$ cat config.mk
export PLATFORM = sky130hd
export DESIGN_NAME = fifo_read_streamer
export DESIGN_NICKNAME = d
export VERILOG_FILES = /design/src/rtl/fifo_stream_pkg.sv /design/src/rtl/fifo_stream_buf.sv /design/src/rtl/fifo_read_streamer.sv
export SDC_FILE = /design/constraint.sdc
export NUM_CORES = 1
export LEC_CHECK = 0
export ABC_AREA = 0
export CAP_MARGIN = 20
export CORE_UTILIZATION = 44
export CTS_BUF_LIST = sky130_fd_sc_hd__clkbuf_8 sky130_fd_sc_hd__clkbuf_16
export CTS_CLUSTER_SIZE = 16
export DETAILED_ROUTE_END_ITERATION = 12
export GPL_TIMING_DRIVEN = 0
export PLACE_DENSITY = 0.68
export SYNTH_ARGS = -nofsm -noshare
export SYNTH_HDL_FRONTEND = slang
export SYNTH_SLANG_ARGS = --single-unit
$ cat constraint.sdc
create_clock -name clk -period 3.1 [get_ports clk]
set_clock_uncertainty 0.1 [all_clocks]
set_input_delay 0.62 -clock clk [delete_from_list [all_inputs] [get_ports clk]]
set_output_delay 0.62 -clock clk [all_outputs]
set_load 0.1 [all_outputs]
$ cat src/rtl/fifo_stream_pkg.sv
// Shared types and constants for the FIFO read streamer.
package fifo_stream_pkg;

  typedef enum logic [1:0] {
    IDLE   = 2'd0,
    ACTIVE = 2'd1,
    DRAIN  = 2'd2
  } state_t;

  // Output skid buffer depth: covers one word in flight plus pipelining slack
  localparam int BUF_DEPTH = 3;
  localparam int CNT_W     = 2;

endpackage

$ cat src/rtl/fifo_stream_buf.sv
// Three-entry ordered buffer between the FIFO read port and the stream output.
// The oldest entry is presented combinationally so the stream sees it at once.
module fifo_stream_buf
  import fifo_stream_pkg::*;
#(
  parameter int data_width = 8
) (
  input  logic                  clk,
  input  logic                  rst,
  input  logic                  push,
  input  logic [data_width-1:0] push_data,
  input  logic                  pop,
  output logic [data_width-1:0] pop_data,
  output logic [CNT_W-1:0]      count
);

  logic [data_width-1:0] mem_reg [BUF_DEPTH];
  logic [CNT_W-1:0]      wr_ptr_reg;
  logic [CNT_W-1:0]      rd_ptr_reg;
  logic [CNT_W-1:0]      count_reg;
  logic                  pop_ok;

  localparam logic [CNT_W-1:0] LAST_PTR = CNT_W'(BUF_DEPTH - 1);
  localparam logic [CNT_W-1:0] FULL_CNT = CNT_W'(BUF_DEPTH);

  // A pop on an empty buffer is ignored rather than corrupting the pointers
  assign pop_ok   = pop && (count_reg != '0);
  assign pop_data = mem_reg[rd_ptr_reg];
  assign count    = count_reg;

  // Storage array: no reset, contents are only meaningful while counted
  always_ff @(posedge clk) begin
    if (push) begin
      mem_reg[wr_ptr_reg] <= push_data;
    end
  end

  // Pointer and occupancy tracking; simultaneous push and pop keeps count
  always_ff @(posedge clk) begin
    if (rst) begin
      wr_ptr_reg <= '0;
      rd_ptr_reg <= '0;
      count_reg  <= '0;
    end else begin
      if (push) begin
        wr_ptr_reg <= (wr_ptr_reg == LAST_PTR) ? '0 : wr_ptr_reg + 1'b1;
      end
      if (pop_ok) begin
        rd_ptr_reg <= (rd_ptr_reg == LAST_PTR) ? '0 : rd_ptr_reg + 1'b1;
      end
      case ({push, pop_ok})
        2'b10:   count_reg <= count_reg + 1'b1;
        2'b01:   count_reg <= count_reg - 1'b1;
        default: count_reg <= count_reg;
      endcase
      // The issue logic upstream reserves a slot for every pop in flight
      assert (!(push && !pop_ok && (count_reg == FULL_CNT)));
    end
  end

endmodule

$ cat src/rtl/fifo_read_streamer.sv
// Pulls words from the read side of an asynchronous FIFO (1-cycle read latency)
// and presents them as a valid/ready stream with a last flag every burst_len beats.
module fifo_read_streamer
  import fifo_stream_pkg::*;
#(
  parameter int data_width = 8,
  parameter int burst_len  = 4
) (
  input  logic                  clk,
  input  logic                  rst,
  input  logic                  enable,
  output logic                  fifo_read,
  input  logic [data_width-1:0] fifo_read_data,
  input  logic                  fifo_read_empty,
  output logic                  out_valid,
  input  logic                  out_ready,
  output logic [data_width-1:0] out_data,
  output logic                  out_last,
  output logic                  busy
);

  localparam int BEAT_W = (burst_len > 1) ? $clog2(burst_len) : 1;
  localparam logic [BEAT_W-1:0] LAST_BEAT = BEAT_W'(burst_len - 1);

  state_t            state_reg;
  state_t            state_next;
  logic              inflight_reg;
  logic [BEAT_W-1:0] beat_cnt_reg;
  logic [CNT_W-1:0]  buf_count;
  logic              handshake;

  // Pop only while ACTIVE and only if the word already in flight still has room;
  // deliberately independent of out_ready to keep the FIFO path short
  assign fifo_read = (state_reg == ACTIVE) && !fifo_read_empty &&
                     (({1'b0, buf_count} + {2'b00, inflight_reg}) < 3'(BUF_DEPTH));

  assign out_valid = (buf_count != '0);
  assign handshake = out_valid && out_ready;
  assign out_last  = (beat_cnt_reg == LAST_BEAT);
  assign busy      = (state_reg != IDLE) || inflight_reg || (buf_count != '0);

  // Next-state logic; DRAIN waits only for the last pop to land
  always_comb begin
    state_next = state_reg;
    case (state_reg)
      IDLE:    if (enable) state_next = ACTIVE;
      ACTIVE:  if (!enable) state_next = DRAIN;
      DRAIN: begin
        if (enable) begin
          state_next = ACTIVE;
        end else if (!inflight_reg) begin
          state_next = IDLE;
        end
      end
      default: state_next = IDLE;
    endcase
  end

  // State register and in-flight flag (a reset drops any word still in flight)
  always_ff @(posedge clk) begin
    if (rst) begin
      state_reg    <= IDLE;
      inflight_reg <= 1'b0;
    end else begin
      state_reg    <= state_next;
      inflight_reg <= fifo_read;
    end
  end

  // Beat counter advances per handshake and is unaffected by enable gaps
  always_ff @(posedge clk) begin
    if (rst) begin
      beat_cnt_reg <= '0;
    end else if (handshake) begin
      beat_cnt_reg <= (beat_cnt_reg == LAST_BEAT) ? '0 : beat_cnt_reg + 1'b1;
    end
  end

  fifo_stream_buf #(
    .data_width(data_width)
  ) u_buf (
    .clk      (clk),
    .rst      (rst),
    .push     (inflight_reg),
    .push_data(fifo_read_data),
    .pop      (handshake),
    .pop_data (out_data),
    .count    (buf_count)
  );

endmodule
==> results by group <==
Flow run
  – Max Cap Viol: 0

Pwr
  – Worst vdd ir: 0.3021 mV
  – Pwr/cell area: 592.5 mW/mm2
  – Leak: 0.6633 nW
  – Total power: 1.079 mW

Timing
  – Max Fclk: between 300 and 400 MHz
  – Post-route minimum period: 3005 ps
  – Max-slew headroom: 0.3515
  – Final Cycle Share: 0.9694
  – Slew Limit Fails: 0
  – Fin worst setup slack: 95.01 ps
  – # setup viols final: 0
  – Final hold violations: 0
  – Least-Margin Pin Slew: approximately 970 ps
  – RSZ-0062 raised after global routing: no
  – Setup TNS: 0 ps
  – Worst hold margin: 379.1 ps

Critical path
  – CP startpoint kind: register
  – CP Max Fanout: 5
  – Worst path max stage delay: just under 1000 ps
  – Worst path buffer plus inverter count: 1
  – Slowest-stage cell, CP: clkdlybuf4s50_1
  – Crit. End Element: primary output
  – Critical path class: reg2out
  – CP required: 2380 ps
  – WP data arrival: approximately 2300 ps
  – CP Cell Sequence: or2_1 > or4_1 > clkdlybuf4s50_1
  – CP delay by family, top: buffers and inverters

Synth
  – Seq cells post-synth: 37
  – Synth area leader: edfxtp_1
  – Cells after Synth: between 100 and 150
  – Post-synth cell types: 25
  – Ranking of synthesized cells by area: edfxtp_1 51%, dfxtp_1 18%, mux2i_1 7.0%, ha_1 3.5%, o21ai_0 3.2%
  – Sequential fraction of the synthesis area: 0.6883
  – Synth Cell Area: 0.001425 mm2
  – Top-area cell type share of the netlist area: 0.5057
  – Post-Synthesis Net Count: ~120
  – Yosys Warn Count: 0
  – Syn Area/Cell: 13.57 um2

Layout
  – Post-Route Utilization: 0.5967
  – Final Cell Area: ~0.0018 mm2
  – Max reg flops: 24
  – Layout Area Growth over Synthesis: 27.83%
  – Nets: 154
  – Layout cells sized above 1: 0.08696
  – Ant diodes: 0
  – Non-Filler Instances: between 150 and 200

Placement
  – Dpl cell area: about 0.0017 mm2
  – Post-place setup slack: -80.62 ps
  – GPL Wtd Cong: 0.6367
  – DP Cell Count: 174
  – Final HPWL DP: 1637 um
  – I/O Buffers: 24

Clock tree
  – H-tree depth: 2
  – Clock latency on the worst-skew pair: between 200 and 300 ps
  – CTS Buf Count: 5
  – Setup bufs post-CTS: 0
  – CTS Buffer Depth: 2
  – Root buffer cell: clkbuf_8
  – CTS sink cnt: 37
  – Clock tree from TritonCTS: done
  – Clk slew on worst S/H paths: 70 ps

GRT
  – Gr usage total: 0.1551
  – GRT Max-Usage Layer: met2
  – Largest net degree at the start of global routing: 12
  – Initial antenna violation count: 0
  – Vias in the first global route: 896
  – Total gr overflow: 0
  – Met2 usage: 0.2662
  – Met3 Use GR: 0.04176
  – First-pass GRT wire length: ~3900 um
  – GR Util met1: 0.1820

Routing
  – Final ANT Viol Nets: 0
  – WL/cell: 12.95 um
  – Via total after detailed routing: 891
  – Final WL: around 2400 um
  – Drt first-iter violations: 11
  – Drc violations: 0
  – Pre-Repair DR Iteration Count: 3
  – Vias/cell: 4.896

Die
  – Core Footprint: 0.003053 mm2
  – FP Rows: 20
  – Io pins: 25
  – Initial core utilization: 0.4668
  – Die area: 0.003470 mm2
  – Die height: 58.91 um
  – Die Wd: 58.91 um

Worst hold path
  – Hold Path Class: reg2reg

Status
  – Status: finished clean
## cell usage after synthesis
library cell  instances
nand2_1              11
or3_1                 3
xor2_1                1
a2111oi_2             1
clkbuf_1              2
buf_2                 1
inv_1                 3
ha_1                  4
mux2i_1              10
nor3_1                1
dfxtp_1              13
and3b_1               1
or4_1                 1
a211oi_1              2
nand3b_1              1
o21ai_2               1
edfxtp_1             24
o21ba_2               1
or2_1                 1
xnor2_1               1
nor2_1                5
nand2b_1              1
nor2b_1               3
o21ai_0               9
a21oi_1               4
## cell usage in the layout, fill, tap and decap left out
cell	instances
o21ai_2	1
o21ba_2	1
a21oi_1	4
xor2_1	1
nand2_1	11
buf_4	1
clkbuf_1	2
inv_1	5
dlygate4sd2_1	8
xnor2_1	1
ha_1	4
nor3_1	1
edfxtp_1	24
or4_1	1
nand3b_1	1
or2_1	1
a2111oi_4	1
or3_1	3
mux2i_1	10
clkbuf_8	6
o21ai_0	1
buf_2	1
dfxtp_1	13
a211oi_1	2
and3b_1	1
o21ai_1	8
clkdlybuf4s15_2	1
nand2b_1	1
nor2b_1	3
clkdlybuf4s50_1	15
nor2_1	5
## area by class of cell
cell class / instances / area [um2]
buffer: 3 / 12.51
clock buffer: 6 / 82.58
clock inverter: 2 / 7.507
fill: 271 / 1231
inverter: 3 / 11.26
multi-input combinational: 62 / 432.9
sequential: 37 / 980.9
tap: 44 / 55.05
timing repair buffer: 25 / 239.0
## worst paths after layout
path	startpoint	to	slack (ps)	cells past startpoint
min reg2reg	state_reg[1]	state_reg[0]	380	1
max	u_buf.count[0]	busy	100	3
max reg2reg	inflight_reg	u_buf.mem_reg[0][3]	1230	3
min	state_reg[1]	state_reg[0]	380	1
## where the power goes
group	internal, mW	leakage [nW]	total [mW]	switching, mW
clock	0.175	0.0538	0.326	0.151
sequential	0.536	0.322	0.546	0.00974
combinational	0.0595	0.288	0.208	0.148
## worst reg2reg max path, cell delays in order, from the launching register on
cell	delay, ps
dfxtp_1	450
inv_1	120
nor3_1	640
buf_4	270
## kinds of logic (layout without fill, tap and decap cells)
group / count (synthesis) / count (layout) / share of synthesized area
buf+inv: 6 / 39 / 0.01668
flops: 37 / 37 / 0.6883
simple gates: 28 / 28 / 0.09747
xor+xnor: 2 / 2 / 0.01229
compound gates: 18 / 18 / 0.07989
mux: 10 / 10 / 0.07024
fa+ha+maj: 4 / 4 / 0.03512
## metal layers
metal	routed length, um	vias to the layer above
met2	1158	23
li1	-	443
met4	27	0
met1	1070	421
met3	99	4
met5	0	-
## timing repair
item	in CTS	in global routing
setup endpoints to repair	9	0
resized for setup	11	0
hold buffers	0	0
Power figures use the tool's default switching activity.
